`config.mk`:
```
export PLATFORM = sky130hd
export DESIGN_NAME = ec_req_ctrl
export DESIGN_NICKNAME = d
export VERILOG_FILES = /design/src/rtl/ec_req_ctrl.sv
export SDC_FILE = /design/constraint.sdc
export NUM_CORES = 1
export LEC_CHECK = 0
export CELL_PAD_IN_SITES_DETAIL_PLACEMENT = 1
export CELL_PAD_IN_SITES_GLOBAL_PLACEMENT = 2
export CORE_ASPECT_RATIO = 0.75
export CORE_MARGIN = 3
export CORE_UTILIZATION = 34
export CTS_BUF_LIST = sky130_fd_sc_hd__clkbuf_8 sky130_fd_sc_hd__clkbuf_16
export DETAILED_ROUTE_END_ITERATION = 10
export GPL_TIMING_DRIVEN = 1
export HOLD_SLACK_MARGIN = 0.15
export PLACE_DENSITY_LB_ADDON = 0.1
export SLEW_MARGIN = 40
export SYNTH_ARGS = -nofsm -noshare
export SYNTH_HDL_FRONTEND = slang
export SYNTH_SLANG_ARGS = --single-unit
```
`constraint.sdc`:
```
create_clock -name clk -period 4.61 [get_ports clk]
set_input_delay 1.1525 -clock clk [delete_from_list [all_inputs] [get_ports clk]]
set_output_delay 1.1525 -clock clk [all_outputs]
set_load 0.005 [all_outputs]
```
`src/rtl/ec_req_ctrl.sv`:
```
// Request controller for a single-outstanding EC core: a 2-deep job FIFO feeds
// one issue at a time, then waits for the core result or a timeout.
module ec_req_ctrl #(
  parameter int unsigned TIMEOUT = 1000
) (
  input  logic       clk,
  input  logic       rst_n,
  input  logic       job_valid,
  output logic       job_ready,
  input  logic [5:0] job_Px,
  input  logic [5:0] job_Py,
  input  logic [5:0] job_Qx,
  input  logic [5:0] job_Qy,
  input  logic [5:0] job_prime,
  input  logic [5:0] job_a,
  output logic       in_valid,
  output logic [5:0] in_Px,
  output logic [5:0] in_Py,
  output logic [5:0] in_Qx,
  output logic [5:0] in_Qy,
  output logic [5:0] in_prime,
  output logic [5:0] in_a,
  input  logic       out_valid,
  input  logic [5:0] out_Rx,
  input  logic [5:0] out_Ry,
  output logic       res_valid,
  input  logic       res_ready,
  output logic [5:0] res_Rx,
  output logic [5:0] res_Ry,
  output logic       res_timeout,
  output logic       err_spurious,
  output logic [7:0] done_cnt
);

  localparam int unsigned CW = 10;
  localparam int unsigned DW = 6;

  typedef struct packed {
    logic [DW-1:0] px;
    logic [DW-1:0] py;
    logic [DW-1:0] qx;
    logic [DW-1:0] qy;
    logic [DW-1:0] prime;
    logic [DW-1:0] a;
  } job_t;

  typedef enum logic [1:0] {IDLE, ISSUE, WAIT, RESP} state_t;

  state_t        state_q, state_d;
  job_t          fifo_q [2];
  logic          wr_ptr_q, rd_ptr_q;
  logic [1:0]    count_q;
  logic          push, pop;
  job_t          job_in, head;

  logic [CW-1:0] wait_cnt_q, wait_cnt_d;
  job_t          in_job_q, in_job_d;
  logic          in_valid_d;
  logic          res_valid_d, res_timeout_d, err_d;
  logic [DW-1:0] res_rx_d, res_ry_d;
  logic [7:0]    done_d;

  assign job_in    = '{px: job_Px, py: job_Py, qx: job_Qx, qy: job_Qy, prime: job_prime, a: job_a};
  assign head      = fifo_q[rd_ptr_q];
  assign job_ready = rst_n && (count_q != 2'd2);
  assign push      = job_valid && job_ready;
  assign pop       = (state_q == ISSUE);

  assign in_Px    = in_job_q.px;
  assign in_Py    = in_job_q.py;
  assign in_Qx    = in_job_q.qx;
  assign in_Qy    = in_job_q.qy;
  assign in_prime = in_job_q.prime;
  assign in_a     = in_job_q.a;

  // FIFO storage needs no reset; occupancy is tracked by pointers and count
  always_ff @(posedge clk) begin
    if (push) fifo_q[wr_ptr_q] <= job_in;
  end

  always_ff @(posedge clk) begin
    if (!rst_n) begin
      wr_ptr_q <= 1'b0;
      rd_ptr_q <= 1'b0;
      count_q  <= 2'd0;
    end else begin
      if (push) wr_ptr_q <= ~wr_ptr_q;
      if (pop)  rd_ptr_q <= ~rd_ptr_q;
      count_q <= count_q + 2'(push) - 2'(pop);
    end
  end

  // Next state plus next values of every registered output
  always_comb begin
    state_d       = state_q;
    wait_cnt_d    = wait_cnt_q;
    in_valid_d    = 1'b0;
    in_job_d      = '0;
    res_valid_d   = res_valid;
    res_rx_d      = res_Rx;
    res_ry_d      = res_Ry;
    res_timeout_d = res_timeout;
    done_d        = done_cnt;
    err_d         = err_spurious | (out_valid && (state_q != WAIT));
    unique case (state_q)
      IDLE: begin
        if (count_q != 2'd0) begin
          state_d    = ISSUE;
          in_valid_d = 1'b1;
          in_job_d   = head;
          wait_cnt_d = '0;
        end
      end
      ISSUE: begin
        state_d    = WAIT;
        wait_cnt_d = wait_cnt_q + CW'(1);
      end
      WAIT: begin
        wait_cnt_d = wait_cnt_q + CW'(1);
        // A core answer in the expiry cycle takes priority over the timeout
        if (out_valid) begin
          state_d       = RESP;
          res_valid_d   = 1'b1;
          res_rx_d      = out_Rx;
          res_ry_d      = out_Ry;
          res_timeout_d = 1'b0;
        end else if (wait_cnt_q == CW'(TIMEOUT - 1)) begin
          state_d       = RESP;
          res_valid_d   = 1'b1;
          res_rx_d      = '0;
          res_ry_d      = '0;
          res_timeout_d = 1'b1;
        end
      end
      RESP: begin
        if (res_ready) begin
          state_d       = IDLE;
          res_valid_d   = 1'b0;
          res_rx_d      = '0;
          res_ry_d      = '0;
          res_timeout_d = 1'b0;
          if (!res_timeout) done_d = done_cnt + 8'd1;
        end
      end
      default: state_d = IDLE;
    endcase
  end

  always_ff @(posedge clk) begin
    if (!rst_n) begin
      state_q      <= IDLE;
      wait_cnt_q   <= '0;
      in_valid     <= 1'b0;
      in_job_q     <= '0;
      res_valid    <= 1'b0;
      res_Rx       <= '0;
      res_Ry       <= '0;
      res_timeout  <= 1'b0;
      err_spurious <= 1'b0;
      done_cnt     <= '0;
    end else begin
      state_q      <= state_d;
      wait_cnt_q   <= wait_cnt_d;
      in_valid     <= in_valid_d;
      in_job_q     <= in_job_d;
      res_valid    <= res_valid_d;
      res_Rx       <= res_rx_d;
      res_Ry       <= res_ry_d;
      res_timeout  <= res_timeout_d;
      err_spurious <= err_d;
      done_cnt     <= done_d;
    end
  end

endmodule

```
After elaboration in Yosys (flattened, before gate mapping)
Memories as Yosys holds them, arrays and structs flattened. A register that Yosys moved wholly into a read port is not among the register bits.
Index checks and enable logic that the tools add are counted.
- register bits after elaboration: 40
- latch bits: 0
- bits in writable memories: 72
- memory bits (read-only): 0
- memories: 1
- memories (memory ; words ; bits a word ; read ports ; clocked after memory_dff ; wr ports ; RTL line ; text):
    fifo_q ; 2 ; 36 ; 1 ; 1 ; 1 ; 50 ; job_t fifo_q [2];
- add/subtract/negate cells: 4
- multiply operators: 0
- div/mod/pow operators: 0
- magnitude comparators: 0
- equal/unequal tests: 9
- shift operators: 0
- mux-type cells: 22
- bitwise operators: 4
- reductions and logical operators: 15
- operators by type and width (operator ; count):
    $mux 6 ; 4
    $pmux 6 s2 ; 2
    $pmux 10 s2 ; 1
    $reduce_and 3->1 ; 4
    $add 10x1->10 const B ; 1
    $eq 10x10->1 const B ; 1
    $mux 10 ; 1
    $add 8x1->8 const B ; 1
    $mux 2 ; 4
    $ne 2x2->1 const B ; 4
    $pmux 2 s4 ; 1
    $mux 1 ; 7
    $reduce_bool 2->1 ; 3
    $eq 2x2->1 const B ; 2
    $pmux 1 s2 ; 2
    $reduce_and 2->1 ; 2
    $logic_and 1x1->1 ; 3
    $ne 3x3->1 const B ; 1
    $not 1->1 ; 3
    $add 2x1->2 ; 1
    $eq 2x1->1 const B ; 1
    $logic_not 2->1 ; 1
    $reduce_or 2->1 ; 1
    $sub 2x1->2 ; 1
    other kinds (2) ; 2

Logic depth before layout (Yosys ltp)
Gate-level depths: netlist of the first run.
- word-level depth: 5
- depth in mapped cells: 8
- gate-level depth less buffers: 8

Least setup slack after synthesis of the first run
No wires, ideal clock.
- kind: in2reg
- start: input rst_n
- end: memory fifo_q[0][0] (netlist name) (enable)
- arrival time: 3110 ps
- path slack: 1070 ps
- cell stages on the path: 3
- buffers on the path: 1
- path through: clkbuf_1 o211ai_1 nor2_1
- word-level cells in the longest chain between the ends: 4
- ends and longest elaborated chain (item ; RTL line ; text):
    from (decl) ; 7 ; input logic rst_n,
    $logic_and 1x1->1 ; 65 ; assign job_ready = rst_n && (count_q != 2'd2);
    $logic_and 1x1->1 ; 66 ; assign push = job_valid && job_ready;
    $mux 1 ; 78 ; if (push) fifo_q[wr_ptr_q] <= job_in;
    $mux 1 (not written as such) ; 78 ;
    to (decl) ; 50 ;
No other way between the ends.

Final worst setup path of the first run
- start: input rst_n
- end: output job_ready
- word-level cells in the longest chain between the ends: 1
- ends and longest elaborated chain (item ; RTL line ; text):
    $logic_and 1x1->1 ; 65 ;
    to (decl) ; 9 ; output logic job_ready,
No other way between the ends.

==> results.json, run 1 <==
{
  "finalCritPeriodShare": 0.760,
  "cts_sinks": 148,
  "yosysSeqAreaShare": 0.697,
  "remaining_drc_errors": 0,
  "whs_path_depth": 2,
  "fin_skew_ps": 11.6,
  "netSwitchingFraction": 0.263,
  "syn_inst": 388,
  "finalSetupTns_ps": 0,
  "worstHoldStart": "fifo_q[0][5]$_DFFE_PP_",
  "drtIter0Drc": 136,
  "power_per_cell_area_mw_per_mm2": 507,
  "layout-drive-gt1-share": 0.0827,
  "grt_antenna_before_repair": 0,
  "synth_nets": 450,
  "worstReg2RegStart": "state_q[0]$_SDFFE_PN0P_",
  "antenna_cells": 0,
  "hold_end": "in_a[5]$_SDFF_PN0_",
  "die_w_um": 150,
  "finalHoldViolCount": 0,
  "reg2reg_depth": 6,
  "clk_latency_ps": 410,
  "area_growth_pct": 37.2,
  "core_mm2": 0.0148,
  "switching_power_uw": 970,
  "track_usage": 0.141,
  "end_kind": "primary output",
  "combPwrFrac": 0.186,
  "grt_max_degree": 38,
  "fillers": 1498,
  "wirelength_mm": 11.6,
  "path_class": "primary input to primary output",
  "seqPwrFrac": 0.437,
  "cp.required_ps": 3460,
  "dieArea_mm2": 0.0171,
  "slew_headroom": 0.540,
  "fmax_mhz": 285,
  "clockRootBuffer": "clkbuf_16",
  "cts.repair_timing.setup_buffer_count": 0,
  "cp_max_fo": 2,
  "cts_htree_levels": 4,
  "ir_drop_uv": 249,
  "drt_first_pass_iters": 4,
  "synth_top_area_frac": 0.409,
  "pin_count": 114,
  "yosysUniqueCellTypes": 38,
  "cts_tree": "built",
  "ys.flop_type": "dfxtp_1",
  "maxCapViolations": 0,
  "clk_pin_slew_ps": 60,
  "grt_pass1_wl_mm": 18.6,
  "rsz0062_at_grt": "false",
  "clkPwrFrac": 0.377,
  "dp_hpwl_mm": 7.52,
  "numCtsBuffers": 17,
  "ys_top_cells_by_count": "dfxtp_1, edfxtp_1, nor2_1",
  "status": "finished, final reports clean",
  "reg2reg_to": "wait_cnt_q[8]$_SDFFE_PN0P_",
  "ys_ff_latch": 148,
  "fin_nets": 569,
  "start_kind": "primary input",
  "finalSetupViolCount": 0,
  "yosys_warnings": 0,
  "grt_overflow_total": 0,
  "via_per_inst": 4.70,
  "period_needed_ps": 3500,
  "synthesis.area_mm2": 0.00529,
  "ctsHoldBuffers": 0,
  "clockBufferDepth": 2,
  "grt_pass1_vias": 3638,
  "hold_class": "flop to flop",
  "worst_pin_slew_ps": 690,
  "r2r_slack_ps": 2430,
  "io_buffers": 113,
  "fin_cells": 720,
  "drtAntennaViolNets": 0,
  "placedCellCount": 688,
  "vias": 3385,
  "avgSynthCellArea_um2": 13.6,
  "cp.arrival_ps": 2350,
  "p_leak_uw": 0.00250,
  "routedWlPerCell_um": 16.2,
  "routabilityCongestion": 0.692,
  "synth_edf_count": 72,
  "intPower_uw": 2710,
  "drv_slew": 0,
  "start_util": 0.356,
  "rows": 38,
  "cts.repair.resized": 0,
  "synthTopCellsByArea": "edfxtp_1, dfxtp_1, mux2i_1",
  "yosysMostFrequentCell": "dfxtp_1",
  "die_y_um": 114,
  "synth_top_area_cell": "edfxtp_1",
  "synthArstFlopShare": 0
}
==> state kept, by name (all words and copies together) (netlist names), 2 cells and up <==
name and flops:
in_a 6, in_Qx 6, state_q 2, wait_cnt_q 10, in_Px 6, in_Py 6
in_prime 6, res_Rx 6, count_q 2, done_cnt 8, fifo_q 72, in_Qy 6
res_Ry 6
==> through the flow <==
| stage | instance area, µm² | power (µW) | setup slack (ps) | hold slack (ps) | util |
|---|---|---|---|---|---|
| final | 7250 | 3680 | 1110 | 471 | 0.489 |
| after detailed placement | 6650 | 2330 | 1090 | 467 | 0.448 |
| after CTS | 7240 | 3730 | 1080 | 477 | 0.488 |
| after global routing | 7250 | 3870 | 1060 | 496 | 0.489 |
| after floorplan | 5290 | 1980 | 1070 | 453 | - |
| after global placement | 6640 | 2310 | 1100 | 457 | 0.448 |
==> metal layers <==
metal,GRT usage,up-vias,wire [µm]
li1,-,1637,-
met5,0,-,0
met4,0.0591,0,123
met1,0.181,1662,5520
met2,0.227,76,5520
met3,0.0377,10,471
==> worst max path at each step <==
stage / from / to / cells after the start
floorplan: rst_n / fifo_q[0][0]$_DFFE_PP_ / 3
global placement: rst_n / job_ready / 3
detailed placement: rst_n / job_ready / 3
CTS: rst_n / job_ready / 3
global route: rst_n / job_ready / 3
finish: rst_n / job_ready / 3
==> worst max-delay path: stages <==
cell and delay, ps:
clkdlybuf4s50_1 480, o21a_1 170, clkdlybuf4s50_1 550
==> cell type report <==
cell class	count	area (µm²)	area share
Clock buffer	17	425	0.0587
Timing Repair Buffer	117	1160	0.160
Sequential cell	148	3680	0.508
Clock inverter	15	171	0.0236
Inverter	6	22.5	0.00311
Multi-Input combinational cell	217	1540	0.212
Tap cell	200	250	0.0345
==> placed cells by master (no fill, tap or decap), types with 4 or more instances in the layout <==
| cell type | synthesis | layout |
|---|---|---|
| nand4_1 | 7 | 7 |
| inv_1 | 6 | 7 |
| nand4b_1 | 12 | 12 |
| and2_1 | 11 | 11 |
| edfxtp_1 | 72 | 72 |
| nor2_1 | 45 | 43 |
| or3_1 | 4 | 4 |
| clkdlybuf4s50_1 | 0 | 113 |
| ha_1 | 9 | 9 |
| nand2_1 | 6 | 6 |
| clkinvlp_4 | 0 | 4 |
| buf_4 | 0 | 4 |
| xnor2_1 | 11 | 11 |
| o21ai_0 | 18 | 18 |
| mux2i_1 | 38 | 38 |
| nor2b_1 | 5 | 5 |
| a21boi_0 | 15 | 15 |
| clkbuf_16 | 0 | 17 |
| inv_6 | 0 | 5 |
| dfxtp_1 | 76 | 75 |
| xor2_1 | 4 | 4 |
==> cell families after synthesis <==
group,Yosys count,share of synthesized area
mux,38,0.0719
xor+xnor,15,0.0248
fa+ha+maj,9,0.0213
flops,148,0.697
compound gates,45,0.0544
buf+inv,23,0.0166
simple gates,110,0.114
==> power groups by stage <==
stage               logic, µW  registers [µW]  clock network (µW)
global route              760            1630                1480
finish                    684            1610                1390
CTS                       699            1610                1430
global placement          680            1630                   0
floorplan                 345            1630                   0
detailed placement        695            1640                   0
No activity file was read; power rests on OpenSTA's default activity.
==> run 2, diff against run 1 <==
--- a/config.mk
+++ b/config.mk
@@ -9,7 +9,7 @@
 export CELL_PAD_IN_SITES_GLOBAL_PLACEMENT = 2
 export CORE_ASPECT_RATIO = 0.75
 export CORE_MARGIN = 3
-export CORE_UTILIZATION = 34
+export CORE_UTILIZATION = 31
 export CTS_BUF_LIST = sky130_fd_sc_hd__clkbuf_8 sky130_fd_sc_hd__clkbuf_16
 export DETAILED_ROUTE_END_ITERATION = 10
 export GPL_TIMING_DRIVEN = 1
==> constraint.sdc (replaced) <==
create_clock -name clk -period 2.9 [get_ports clk]
set_input_delay 0.725 -clock clk [delete_from_list [all_inputs] [get_ports clk]]
set_output_delay 0.725 -clock clk [all_outputs]
set_load 0.005 [all_outputs]
==> results.json, run 2 (synthesis results as in run 1) <==
{
  "wirelength_mm": 11.8,
  "cts_sinks": 148,
  "cp.arrival_ps": 1920,
  "clockBufferDepth": 2,
  "hold_end": "in_Qy[2]$_SDFF_PN0_",
  "worstReg2RegStart": "state_q[0]$_SDFFE_PN0P_",
  "end_kind": "primary output",
  "fin_skew_ps": 6.01,
  "path_class": "primary input to primary output",
  "finalCritPeriodShare": 0.912,
  "largest_register_ffs": 72,
  "drtIter0Drc": 78,
  "period_needed_ps": 2650,
  "reg2reg_depth": 6,
  "status": "finished, final reports clean",
  "die_y_um": 119,
  "place_ws_ps": 225,
  "cp.required_ps": 2170,
  "final_cell_mix": "clkdlybuf4s50_1, dfxtp_1, edfxtp_1, nor2_1, mux2i_1",
  "track_usage": 0.132,
  "area_growth_pct": 36.7,
  "cpMostUsedCell": "clkdlybuf4s50_1",
  "drv_slew": 0,
  "ctsHoldBuffers": 0,
  "cp_max_fo": 3,
  "max_stage_delay_ps": 520,
  "numCtsBuffers": 17,
  "remaining_drc_errors": 0,
  "worst_pin_slew_ps": 798,
  "path_cells": "clkdlybuf4s50_1, o21a_1, clkdlybuf4s50_1",
  "cp_slowest_cell": "clkdlybuf4s50_1",
  "worst_slack_ps": 254,
  "clockRootBuffer": "clkbuf_16",
  "drtAntennaViolNets": 0,
  "finalSetupTns_ps": 0,
  "antenna_cells": 0,
  "ir_drop_uv": 384,
  "vias": 3400,
  "clk_pin_slew_ps": 60,
  "grt_pass1_vias": 3609,
  "final_common_cell": "clkdlybuf4s50_1",
  "final_area_mm2": 0.00723,
  "critPathTopFamily": "buffers and inverters",
  "clk_latency_ps": 410,
  "grt_pass1_wl_mm": 19.2,
  "fmax_mhz": 378,
  "p_leak_uw": 0.00248,
  "hold_class": "flop to flop",
  "reg_top3": "fifo_q: 72 flops, wait_cnt_q: 10 flops, done_cnt: 8 flops",
  "finalSetupViolCount": 0,
  "cts.repair_timing.setup_buffer_count": 0,
  "whs_path_depth": 2,
  "dieArea_mm2": 0.0187,
  "start_kind": "primary input",
  "slew_headroom": 0.467,
  "drt_first_pass_iters": 4,
  "core_mm2": 0.0164,
  "cts.repair.resized": 0,
  "via_per_inst": 4.64,
  "placed_area_mm2": 0.00669,
  "pin_count": 114,
  "maxCapViolations": 0,
  "grt_max_degree": 38,
  "cts_tree": "built",
  "routabilityCongestion": 0.690,
  "start_util": 0.323,
  "critical_path.n_buffers_inverters": 2,
  "grt_overflow_total": 0,
  "worstHoldStart": "fifo_q[0][14]$_DFFE_PP_",
  "rsz0062_at_grt": "false",
  "dp_hpwl_mm": 7.83,
  "fin_nets": 572,
  "largest_register": "fifo_q",
  "finalHoldViolCount": 0,
  "io_buffers": 113,
  "reg2reg_to": "wait_cnt_q[7]$_SDFFE_PN0P_",
  "timing.hold.ws_ps": 477,
  "fillers": 1656,
  "cts_htree_levels": 4,
  "grt_antenna_before_repair": 0,
  "power_per_cell_area_mw_per_mm2": 776,
  "rows": 40,
  "die_w_um": 157,
  "r2r_slack_ps": 750,
  "layout-drive-gt1-share": 0.0841,
  "routedWlPerCell_um": 16.2
}
-- run 2: changes by cell type in the layout (fill, tap and decap cells not counted), sizes merged --
cell      previous run  this run
buf                  4         7
bufinv               2         0
clkinv               0         6
clkinvlp             4         5
inv                 15        10
-- run 2: routing by layer --
layer  vias up  global-route usage  routed length, µm
li1       1642                   -                  -
met1      1668               0.173               5580
met2        78               0.203               5540
met3        12              0.0498                602
met4         0              0.0410                114
met5         -                   0                  0
-- run 2: power breakdown --
| group | switching [µW] | internal, µW |
|---|---|---|
| combinational | 503 | 567 |
| clock | 870 | 1090 |
| sequential | 123 | 2450 |
| total | 1500 | 4110 |
-- run 2: worst max path at each step --
stage,from,cells past startpoint,slack [ps],end
CTS,rst_n,3,210,job_ready
floorplan,rst_n,3,390,fifo_q[0][0]$_DFFE_PP_
global route,rst_n,3,200,job_ready
detailed placement,rst_n,3,220,job_ready
global placement,rst_n,3,210,job_ready
finish,rst_n,3,250,job_ready
-- run 2: tightest hold or removal path, delay by kind of cell (launching register included) --
kind             cells  cell delay (ps)
and+or+nand+nor      1               70
DFF                  1              320
muxes                1               60
-- run 2: area by class of cell --
| cell class | count | area, µm² | share of cell area |
|---|---|---|---|
| clock inverter | 15 | 108 | 0.0149 |
| timing repair buffer | 120 | 1200 | 0.166 |
| clock buffer | 17 | 425 | 0.0589 |
| inverter | 6 | 22.5 | 0.00312 |
| sequential | 148 | 3680 | 0.510 |
| multi-input combinational | 217 | 1530 | 0.211 |
| tap | 210 | 263 | 0.0364 |
-- run 2: stage by stage --
stage | total power, µW | cells | utilization
global placement | 3690 | 701 | 0.409
detailed placement | 3710 | 701 | 0.409
global route | 5940 | 733 | 0.442
floorplan | 3140 | 388 | -
CTS | 5720 | 733 | 0.441
finish | 5610 | 733 | 0.442
